<file path="src/rtl/addsub_pkg.sv">
// addsub_pkg: shared state encoding and constants for the serial add/sub controller
package addsub_pkg;
    typedef enum logic [1:0] {IDLE, RUN, DONE} state_t;
    localparam logic MODE_ADD = 1'b0;
    localparam logic MODE_SUB = 1'b1;
    localparam int NIBBLE_W = 4;
endpackage

</file>
<file path="src/rtl/addsub_serial_ctrl_if.sv">
// addsub_serial_ctrl_if: host-side handshake/operand bus; overflow present when ADDSUB_OVERFLOW_FLAG_EN is defined
interface addsub_serial_ctrl_if #(parameter int WIDTH = 16);
    logic             start;
    logic             mode;
    logic [WIDTH-1:0] a;
    logic [WIDTH-1:0] b;
    logic             busy;
    logic             done;
    logic [WIDTH-1:0] result;
    logic             carry_out;
`ifdef ADDSUB_OVERFLOW_FLAG_EN
    logic             overflow;
    modport master (output start, mode, a, b, input busy, done, result, carry_out, overflow);
    modport slave  (input start, mode, a, b, output busy, done, result, carry_out, overflow);
`else
    modport master (output start, mode, a, b, input busy, done, result, carry_out);
    modport slave  (input start, mode, a, b, output busy, done, result, carry_out);
`endif
endinterface

</file>
<file path="src/rtl/addsub_nibble.sv">
// addsub_nibble: combinational 4-bit ripple slice of full-adder cells; c3 is the carry into bit 3
module addsub_nibble
    import addsub_pkg::*;
(
    input  logic [NIBBLE_W-1:0] x,
    input  logic [NIBBLE_W-1:0] y,
    input  logic                cin,
    output logic [NIBBLE_W-1:0] s,
    output logic                cout,
    output logic                c3
);
    logic [NIBBLE_W:0] c;

    assign c[0] = cin;
    for (genvar i = 0; i < NIBBLE_W; i++) begin : g_fa
        assign s[i]   = x[i] ^ y[i] ^ c[i];
        assign c[i+1] = (x[i] & y[i]) | (c[i] & (x[i] ^ y[i]));
    end
    assign cout = c[NIBBLE_W];
    assign c3   = c[NIBBLE_W-1];
endmodule

</file>
<file path="src/rtl/addsub_serial_ctrl.sv">
// addsub_serial_ctrl: WIDTH-bit add/sub over one shared nibble slice, LS nibble first; optional ADDSUB_OVERFLOW_FLAG_EN adds the signed overflow flag
module addsub_serial_ctrl
    import addsub_pkg::*;
#(
    parameter int WIDTH = 16
) (
    input logic                 clk,
    input logic                 rst_n,
    addsub_serial_ctrl_if.slave bus
);
    localparam int NIB = WIDTH / NIBBLE_W;
    localparam int IW = (NIB > 1) ? $clog2(NIB) : 1;
    localparam logic [IW-1:0] LAST = IW'(NIB - 1);

    state_t                       state, state_n;
    logic [NIB-1:0][NIBBLE_W-1:0] ra, rb, res;
    logic [IW-1:0]                idx;
    logic                         rmode, cy, co_r, accept, last;
    logic [NIBBLE_W-1:0]          s_sum;
    logic                         s_cout;
`ifdef ADDSUB_OVERFLOW_FLAG_EN
    logic                         s_c3, ov_r;
`else
    logic                         c3_unused;
`endif

    assign accept = bus.start && (state == IDLE || state == DONE);
    assign last   = idx == LAST;

    addsub_nibble u_nib (
        .x    (ra[idx]),
        .y    ((rmode == MODE_SUB) ? ~rb[idx] : rb[idx]),
        .cin  (cy),
`ifdef ADDSUB_OVERFLOW_FLAG_EN
        .c3   (s_c3),
`else
        .c3   (c3_unused),
`endif
        .s    (s_sum),
        .cout (s_cout)
    );

    // next state: starts win in IDLE/DONE, RUN leaves after the last nibble
    always_comb begin
        state_n = state;
        if (accept) state_n = RUN;
        else if (state == RUN && last) state_n = DONE;
        else if (state == DONE) state_n = IDLE;
    end

    // state register
    always_ff @(posedge clk or negedge rst_n) begin
        if (!rst_n) state <= IDLE;
        else state <= state_n;
    end

    // operand latch on accept, then one nibble per RUN cycle with the carry chained through cy
    always_ff @(posedge clk or negedge rst_n) begin
        if (!rst_n) begin
            ra    <= '0;
            rb    <= '0;
            res   <= '0;
            rmode <= 1'b0;
            cy    <= 1'b0;
            idx   <= '0;
            co_r  <= 1'b0;
`ifdef ADDSUB_OVERFLOW_FLAG_EN
            ov_r  <= 1'b0;
`endif
        end else if (accept) begin
            ra    <= bus.a;
            rb    <= bus.b;
            rmode <= bus.mode;
            cy    <= bus.mode;
            idx   <= '0;
        end else if (state == RUN) begin
            res[idx] <= s_sum;
            cy       <= s_cout;
            idx      <= idx + IW'(1);
            if (last) begin
                co_r <= s_cout;
`ifdef ADDSUB_OVERFLOW_FLAG_EN
                ov_r <= s_c3 ^ s_cout;
`endif
            end
        end
    end

    assign bus.busy      = state == RUN;
    assign bus.done      = state == DONE;
    assign bus.result    = res;
    assign bus.carry_out = co_r;
`ifdef ADDSUB_OVERFLOW_FLAG_EN
    assign bus.overflow  = ov_r;
`endif
endmodule

</file>
<file path="src/flat_wrapper.sv">
// flat-port wrapper written by rule: the top's interface ports become plain ports
module addsub_serial_ctrl_flat import addsub_pkg::*;
#(
    parameter int WIDTH = 16
)
  (clk, rst_n, bus_start, bus_mode, bus_a, bus_b, bus_busy, bus_done, bus_result, bus_carry_out);
  addsub_serial_ctrl_if #(.WIDTH(WIDTH)) bus_i ();
  input logic clk;
  input logic rst_n;
  input wire logic [$bits(bus_i.start)-1:0] bus_start;
  input wire logic [$bits(bus_i.mode)-1:0] bus_mode;
  input wire logic [$bits(bus_i.a)-1:0] bus_a;
  input wire logic [$bits(bus_i.b)-1:0] bus_b;
  output wire logic [$bits(bus_i.busy)-1:0] bus_busy;
  output wire logic [$bits(bus_i.done)-1:0] bus_done;
  output wire logic [$bits(bus_i.result)-1:0] bus_result;
  output wire logic [$bits(bus_i.carry_out)-1:0] bus_carry_out;
  assign bus_i.start = bus_start;
  assign bus_i.mode = bus_mode;
  assign bus_i.a = bus_a;
  assign bus_i.b = bus_b;
  assign bus_busy = bus_i.busy;
  assign bus_done = bus_i.done;
  assign bus_result = bus_i.result;
  assign bus_carry_out = bus_i.carry_out;
  addsub_serial_ctrl #(.WIDTH(WIDTH)) u_core (.clk(clk), .rst_n(rst_n), .bus(bus_i));
endmodule
</file>
<file path="config.mk">
export PLATFORM = sky130hd
export DESIGN_NAME = addsub_serial_ctrl_flat
export DESIGN_NICKNAME = d
export VERILOG_FILES = /design/src/rtl/addsub_pkg.sv /design/src/rtl/addsub_serial_ctrl_if.sv /design/src/rtl/addsub_nibble.sv /design/src/rtl/addsub_serial_ctrl.sv /design/src/flat_wrapper.sv
export SDC_FILE = /design/constraint.sdc
export NUM_CORES = 1
export LEC_CHECK = 0
export ABC_AREA = 1
export BUFFER_PORTS_ARGS = -buffer_cell sky130_fd_sc_hd__buf_2
export CORE_MARGIN = 2
export CORE_UTILIZATION = 49
export CTS_CLUSTER_DIAMETER = 60
export DETAILED_ROUTE_END_ITERATION = 16
export HOLD_SLACK_MARGIN = 0.12
export PLACE_DENSITY_LB_ADDON = 0.25
export SLEW_MARGIN = 40
export SYNTH_ARGS = -nofsm -noshare
export SYNTH_HDL_FRONTEND = slang
export SYNTH_SLANG_ARGS = --single-unit
</file>
<file path="constraint.sdc">
create_clock -name clk -period 2.85 [get_ports clk]
set_clock_uncertainty 0.05 [all_clocks]
set_input_delay 0.1425 -clock clk [delete_from_list [all_inputs] [get_ports clk]]
set_output_delay 0.1425 -clock clk [all_outputs]
set_load 0.02 [all_outputs]
</file>
**Word level (Yosys, flattened, before mapping)**

Index checks and enable logic that the tools add are counted.
W data, S select, Z words.

- Add/sub/neg operators: 1
- Order comparisons: 2
- Equal/unequal tests: 3
- Multiplexer cells: 15
- Bitwise logic cells: 22
- Reduce and logical (&&, ||, !) cells: 9

Operators with widths:

| kind | number |
|---|---|
| $bmux W4 S2 | 2 |
| $bwmux W16 | 1 |
| $mux W4 | 4 |
| $mux W2 | 5 |
| $and A1 B1 Y1 | 8 |
| $demux W4 S2 | 1 |
| $xor A1 B1 Y1 | 8 |
| $eq A2 B2 Y1 const B | 2 |
| $not A4 Y4 | 1 |
| $or A1 B1 Y1 | 4 |
| $logic_and A1 B1 Y1 | 3 |
| $lt A2 B3 Y1 const B | 1 |
| $reduce_and A3 Y1 | 1 |
| $reduce_bool A3 Y1 | 1 |
| $add A2 B1 Y2 const B | 1 |
| $eq A2 B1 Y1 const B | 1 |
| $ge A2 B1 Y1 const B | 1 |
| $logic_not A2 Y1 | 1 |
| $mux W1 | 2 |
| $reduce_and A2 Y1 | 1 |
| $reduce_bool A2 Y1 | 1 |
| $logic_or A1 B1 Y1 | 1 |
| $not A1 Y1 | 1 |

- Flip-flop bits (word level): 55
- Input bits: 36
- Output and inout port bits: 19
- Word-level logic and storage cells: 69

**Logic depth before layout (Yosys ltp)**

Gate-level depths: netlist of run 1.

- Word-level depth: 15
- Depth in mapped cells: 16
- Depth with buffers taken out: 15

**Hierarchy**

Synthesis of run 1 repeated with hierarchy kept, for this count alone.

- Cell total of the unflattened synthesis: 304
- Area, all modules: 2,593.7 sq um

Modules (own cells, without submodules):

| module | times used | cells each | area each (sq um) | sequential area each (sq um) |
|---|---|---|---|---|
| addsub_serial_ctrl | 1 | 292 | 2,483.6 | 1,376.3 |
| addsub_nibble | 1 | 12 | 110.1 | 0.0 |

**Least setup slack after synthesis of run 1**

No wires, ideal clock.

- Kind: register -> register
- Start: reg u_core.idx[0]
- End: reg u_core.res, in the netlist u_core.bus.result[15]
- Setup time: 0.127 ns
- Arrival: 2.509 ns
- Required time: 2.673 ns
- Slack: 0.165 ns
- Stages on the path, launching flop included: 16
- Path buffers: 2
- Clock period less this slack: 2.685 ns
- Path through: dfrtp_1 > buf_6 > inv_4 > buf_6 > nand2_1 > nand3_1 > nand2_1 > fa_1 > inv_1 > fa_1 > inv_1 > fa_1 > inv_1 > fa_1 > inv_1 > o21ai_0

- Word-level cells in the longest chain between the ends: 13
- Elaborated cells on any way between the ends: 26
- Classes of those cells: order compare: 2; mux: 8; bitwise: 15; reduce/logical: 1

RTL lines:

| what | RTL line | text |
|---|---|---|
| from (decl) | addsub_serial_ctrl.sv:17 | `logic [IW-1:0] idx;` |
| from (signal assigned) | addsub_serial_ctrl.sv:79 | `idx <= idx + IW'(1);` |
| $bmux W4 S2 | addsub_serial_ctrl.sv:32 | `.y ((rmode == MODE_SUB) ? ~rb[idx] : rb[idx]),` |
| $mux W4 (not written as such) | addsub_serial_ctrl.sv:32 |  |
| $not A4 Y4 | addsub_serial_ctrl.sv:32 |  |
| $mux W4 | addsub_serial_ctrl.sv:32 |  |
| $xor A1 B1 Y1 | addsub_nibble.sv:17 | `assign c[i+1] = (x[i] & y[i]) \| (c[i] & (x[i] ^ y[i]));` |
| $and A1 B1 Y1 | addsub_nibble.sv:17 |  |
| $or A1 B1 Y1 | addsub_nibble.sv:17 |  |
| $and A1 B1 Y1 | addsub_nibble.sv:17 |  |
| $or A1 B1 Y1 | addsub_nibble.sv:17 |  |
| $and A1 B1 Y1 | addsub_nibble.sv:17 |  |
| $or A1 B1 Y1 | addsub_nibble.sv:17 |  |
| $xor A1 B1 Y1 * | addsub_nibble.sv:16 | `assign s[i] = x[i] ^ y[i] ^ c[i];` |
| net u_core.s_sum[3] | addsub_serial_ctrl.sv:19 | `logic [NIBBLE_W-1:0] s_sum;` |
| $bwmux W16 * | addsub_serial_ctrl.sv:77 | `res[idx] <= s_sum;` |
| to (signal, indexed assignment) | addsub_serial_ctrl.sv:77 |  |
| to (decl) | addsub_serial_ctrl.sv:16 | `logic [NIB-1:0][NIBBLE_W-1:0] ra, rb, res;` |

The timed path passes the listed nets; every way through them passes the cells marked *. The select of a mux whose other input is x is not followed.
A chain may end at the register's enable or synchronous reset.

**Final worst setup path of run 1**

Same ends and word-level chain as after synthesis.

==> summary.txt, run 1 <==
Final slew viol count: 0
Worst relative slew slack: 0.6440
Num Clock Sinks: 55
Combinational share of power: 0.524
CP cell instances: clkinv_4 > nand2_1 > nand3_1 > nand3_1 > nand2_1 > fa_1 > inv_1 > fa_1 > inv_1 > fa_1 > inv_1 > fa_1 > inv_2 > o21ai_0
Startpoint Class: register
Clock share of power: 0.123
Flop-to-flop setup slack: 130 ps
Post-synthesis compound-gate area fraction: 0.05186
Vias/cell: 4.653
P_sw: 1.787 mW
Chip width: 76.25 µm
Yosys reg bits: 55
Crit path DAT: 2860 ps
Worst slew pin tran: 534.0 ps
Worst r2r dst: u_core.bus.result[15]
Initial antenna violation count: 0
RSZ-0062 raised after global routing: false
Pleak: 1.806 nW
Switching Fraction: 0.4502
Area Overhead vs Synth: 30.92%
Wire length per cell: 12.15 µm
ANT nets after route: 0
Hold WC Path Type: in -> async
Setup TNS Final: 0 ps
Setup Crit Path Kind: reg -> reg
Power Density: 1185 nW/µm²
VDD IR max: 464.4 µV
Avg Inst Size Synth: 8.468 µm²
Synth Area in Adders: 0.05088
Initial core utilization: 0.5039
Core ar.: 5075 µm²
Die height: 76.25 µm
Pre-CTS worst setup slack: 36.56 ps
Instance count of the mapped netlist: 302
Final worst path period need: 2724 ps
Synth unique cells: 18
CTS H-tree depth: 2
Hpwl dp: 3684 µm
Slowest-stage cell, CP: dfrtp_2
Clock slew at reported path FFs: 90 ps
Clock buffer depth: 2
Port Buffers: 54
Synthesized Nets: 346
First-pass GRT wire length: 9577 µm
Worst r2r path cells: 14
Total CTS buffers: 5
Fillers: 453
Post-synthesis cell area: 2557 µm²
Final Hold Viols: 0
Drt first pass iters: 4
Largest stage delay, worst path: 460 ps
Die footprint: 5813 µm²
Total grt overflow: 0
Total Wirelength: 5673 µm
DR DRC count: 0
Clock root cell: clkbuf_8
Vias in the first global route: 2112
Sequential area share after synthesis: 0.5382
Yosys warnings: 0
Vias post-DR: 2173
Final #Nets: 441
Worst Path Max Fanout: 9
ANT cells: 0
Largest net degree at the start of global routing: 43
Mux contribution to synthesized area: 0
P_int: 2.182 mW
Synth Area in Simple Gates: 0.2965
PnR worst setup slack: 126.5 ps
Crit path top cell by count: fa_1
Largest family of logic cells by synthesized area: simple AND/OR/NAND/NOR gates
Clk_lat worst skew: 300 ps
Fraction of synthesized cell area in xor and xnor cells: 0
# IOs: 55
Worst EP required: 2990 ps
Std cell rows: 26
RePlAce Congestion: 0.7943
MaxCap Viol Count: 0
Seq pwr share: 0.353
Worst r2r src: u_core.idx[0]
Fmax: 0.3672 GHz
CP Capture Type: register
Share of layout cells above drive strength 1: 0.2091
Crit share post-route: 0.9556
# setup viols final: 0
CTS tree: built
Initial DRC Count: 67
Status: finished clean
GRT Resource Usage Total: 0.2051
==> flip-flops by register name, summed over array words and instances (netlist names) <==
signal                flops
u_core.ra                16
u_core.bus.carry_out      1
u_core.rmode              1
u_core.state              2
u_core.bus.result        16
u_core.cy                 1
u_core.idx                2
u_core.rb                16
==> routing by layer <==
layer,up-vias,global-route usage,part of all wire
li1,1130,-,-
met1,984,0.2647,0.46
met2,53,0.3575,0.49
met3,6,0.04384,0.038
met4,0,0.04364,0.0088
met5,-,0,0
==> through the flow <==
stage | instance area [µm²] | hold WS, ps | utilization | power, mW | instances
2_1_floorplan | 2557 | -203.1 | - | 2.875 | 302
3_3_place_gp | 2873 | 265.2 | 0.5661 | 3.350 | 423
3_5_place_dp | 2875 | 104.6 | 0.5666 | 3.420 | 423
4_1_cts | 3328 | 315.1 | 0.6558 | 3.956 | 465
5_1_grt | 3348 | 348.3 | 0.6598 | 4.348 | 467
6_report | 3348 | 314.2 | 0.6598 | 3.969 | 467
==> layout make-up <==
class                           count  area (µm²)  area share
Tap cell                           70       87.58     0.02616
Clock buffer                        6       72.57     0.02167
Multi-Input combinational cell    223        1021      0.3049
Sequential cell                    55        1379      0.4118
Timing Repair Buffer               98       690.7      0.2063
Clock inverter                      1       30.03    0.008969
Inverter                           14       67.56     0.02018
==> synth_stat cells (all sizes together) <==
cell type / n / area (µm²)
buf: 10 / 95.08
fa: 4 / 80.08
o22ai: 2 / 12.51
clkinv: 1 / 8.760
o21ai: 24 / 120.1
dfrtp: 55 / 1376
ha: 4 / 50.05
nor2: 7 / 26.28
inv: 13 / 56.30
nand2: 163 / 636.9
nand3: 19 / 95.09
==> worst max path at each step <==
stage             startpoint                     to  slack, ps  depth (start not counted)
6_report       u_core.idx[0]  u_core.bus.result[15]        130                         14
5_1_grt        u_core.idx[0]  u_core.bus.result[15]         20                         13
4_1_cts        u_core.idx[0]  u_core.bus.result[15]         20                         15
3_5_place_dp   u_core.idx[0]  u_core.bus.result[15]         40                         15
3_3_place_gp   u_core.idx[0]  u_core.bus.result[15]        150                         15
2_1_floorplan  u_core.idx[0]  u_core.bus.result[15]        160                         15
==> critical path: cells and delay by family (launching register included) <==
kind | cells | cell delay [ps]
buffers and inverters | 5 | 400
adder cells (fa/ha/maj) | 4 | 1290
AO/OA/AOI/OAI | 1 | 80
AND/OR/NAND/NOR | 4 | 320
flip-flops | 1 | 460
==> timing repair <==
action	4_1_cts	5_1_grt
hold endpoints to repair	75	0
gates resized for setup	0	5
setup buffers	0	2
hold buffers	35	0
endpoints found under the setup margin	0	4
==> power groups by stage <==
stage	logic [mW]	clock network, mW	registers, mW
floorplan	1.41	0	1.47
global placement	1.95	0	1.40
detailed placement	2.02	0	1.40
CTS	2.06	0.502	1.39
global route	2.37	0.533	1.45
finish	2.08	0.490	1.40
==> cell families (layout without fill, tap and decap cells) <==
logic type / count (synthesis) / after routing
AND/OR/NAND/NOR: 189 / 189
flip-flops: 55 / 55
AO/OA/AOI/OAI: 26 / 26
buffers and inverters: 24 / 119
adder cells (fa/ha/maj): 8 / 8
==> layout by cell type, fill, tap and decap left out <==
| master | count |
|---|---|
| inv_4 | 2 |
| clkbuf_1 | 1 |
| nand2_2 | 4 |
| clkbuf_8 | 5 |
| clkinv_4 | 2 |
| buf_2 | 53 |
| nand3_1 | 19 |
| dlygate4sd3_1 | 35 |
| buf_4 | 10 |
| bufinv_16 | 1 |
| dfrtp_1 | 53 |
| nand2_1 | 157 |
| nor2_1 | 7 |
| ha_1 | 4 |
| o21ai_1 | 13 |
| fa_1 | 4 |
| inv_2 | 2 |
| nand2_4 | 2 |
| o21ai_0 | 11 |
| o22ai_1 | 2 |
| inv_1 | 8 |
| dfrtp_2 | 2 |
Note: power is estimated with default switching activity, not from simulation.
==> run 2: changes to the inputs <==
- CORE_UTILIZATION: 49 -> 58
- clock period: 2.85 -> 3.5 ns (I/O delays scaled with it)
==> run 2 against run 1 <==
- total power is 19% lower
- final area is 2.0% lower
- clock power is 11% lower
- sequential share of layout area is 0.76 points higher
- utilization is 10 points higher
- critical path depth stayed put
- worst setup slack better by 460 ps
- register-to-register slack better by 460 ps
- routed wire length is 2.8% higher
- largest cell class unchanged
==> summary.txt, run 2 (synthesis gave the netlist of run 1 again) <==
Power Density: 984.6 nW/µm²
Startpoint Class: register
Port Buffers: 54
Setup TNS Final: 0 ps
Largest net degree at the start of global routing: 46
Worst Path Max Fanout: 11
Share of layout cells above drive strength 1: 0.1918
P_int: 1.731 mW
ANT nets after route: 0
WP buf/inv: 5
MaxCap Viol Count: 0
Fillers: 324
Initial DRC Count: 154
Hpwl dp: 3744 µm
Most frequent cells in the layout: 157 x nand2_1, 55 x dfrtp_1, 53 x buf_2
Final Hold Viols: 0
Total Wirelength: 5834 µm
WHS: 338.9 ps
Seq pwr share: 0.355
CP cell instances: inv_4 > nand3_1 > nand2_1 > nand2_1 > nand2_1 > fa_1 > inv_1 > fa_1 > inv_1 > fa_1 > inv_1 > fa_1 > inv_1 > o21ai_0
ANT cells: 0
Crit path DAT: 3070 ps
Setup Crit Path Kind: reg -> reg
First-pass GRT wire length: 10100 µm
Pre-CTS worst setup slack: 618.5 ps
CTS tree: built
Vias post-DR: 2221
Num Clock Sinks: 55
CTS H-tree depth: 2
Vias/cell: 5.014
Slowest-stage cell, CP: dfrtp_1
Wire length per cell: 13.17 µm
Std cell rows: 24
Chip width: 70.41 µm
DR DRC count: 0
Initial core utilization: 0.5956
Clock buffer depth: 2
Hold WC Path Type: in -> async
Largest stage delay, worst path: 610 ps
Total grt overflow: 0
P_sw: 1.500 mW
Design Power: 3.231 mW
Final worst path period need: 2916 ps
Vias in the first global route: 2165
Crit share post-route: 0.8331
Clk_lat worst skew: 310 ps
Final #Nets: 434
RePlAce Congestion: 0.8136
Core ar.: 4294 µm²
Area Overhead vs Synth: 28.33%
Top Family by Delay on Critical Path: adder cells
Switching Fraction: 0.4643
Fmax: 0.3429 GHz
Total CTS buffers: 5
Combinational share of power: 0.511
Drt first pass iters: 4
Worst slew pin tran: 560.5 ps
# IOs: 55
Worst EP required: 3650 ps
CP Capture Type: register
Pleak: 1.783 nW
Final slew viol count: 0
# setup viols final: 0
VDD IR max: 506.0 µV
Worst relative slew slack: 0.6263
PnR worst setup slack: 584.0 ps
Clock root cell: clkbuf_8
Status: finished clean
Multi-input gate area: 1021 µm²
Clock slew at reported path FFs: 110 ps
Initial antenna violation count: 0
Die height: 70.41 µm
GRT Resource Usage Total: 0.2606
Clock share of power: 0.135
Setup bufs post-CTS: 0
Leading cell type in the layout, fill and taps excluded: nand2_1
RSZ-0062 raised after global routing: false
Die footprint: 4957 µm²
Reg area: 1376 µm²
## run 2: final timing paths
check / endpoint / depth (start not counted) / slack [ps] / startpoint
max: u_core.bus.result[15] / 14 / 580 / u_core.idx[1]
max in group asynchronous: u_core.ra[9] / 3 / 2490 / rst_n
min in group clk: u_core.bus.carry_out / 2 / 430 / u_core.bus.carry_out
min: u_core.bus.carry_out / 2 / 340 / rst_n
max reg2reg: u_core.bus.result[15] / 14 / 580 / u_core.idx[1]
min reg2reg: u_core.bus.carry_out / 2 / 430 / u_core.bus.carry_out
## run 2: power by group through the flow
stage / clock (mW) / combinational [mW] / sequential (mW)
floorplan: 0 / 1.14 / 1.20
global placement: 0 / 1.56 / 1.14
detailed placement: 0 / 1.64 / 1.15
CTS: 0.434 / 1.67 / 1.14
global route: 0.467 / 1.90 / 1.18
finish: 0.435 / 1.65 / 1.15
## run 2: timing repair
| action | in CTS | in global routing |
|---|---|---|
| hold endpoints to repair | 79 | 0 |
| gates resized for setup | 0 | 0 |
| hold buffers | 35 | 0 |
## run 2: stage by stage
step,utilization,std cells,area (µm²)
2_1_floorplan,-,302,2557
3_3_place_gp,0.6550,400,2813
3_5_place_dp,0.6556,400,2815
4_1_cts,0.7643,443,3282
5_1_grt,0.7643,443,3282
6_report,0.7643,443,3282
## run 2: per-layer routing
layer  track usage  share of wire  vias to the layer above  routed length [µm]
met1        0.3427           0.43                     1017                2512
met2        0.4329           0.50                       80                2929
met5             0              0                        -                   0
met3       0.04762          0.052                       10                 302
li1              -              -                     1114                   -
met4       0.09402          0.015                        0                  90
## run 2: cell type report
cell class                      count  area share
Sequential cell                    55      0.4194
Multi-Input combinational cell    223      0.3111
Timing Repair Buffer               91      0.1944
Clock buffer                        5     0.02097
Inverter                           14     0.01982
Tap cell                           52     0.01982
Clock inverter                      3     0.01449
## run 2: worst reg2reg max path, stage by stage, from the launching register on
cell and delay (ps):
dfrtp_1 610, inv_4 130, nand3_1 130, nand2_1 60, nand2_1 50, nand2_1 60
fa_1 360, inv_1 80, fa_1 160, inv_1 50, fa_1 370, inv_1 80
fa_1 400, inv_1 120, o21ai_0 100
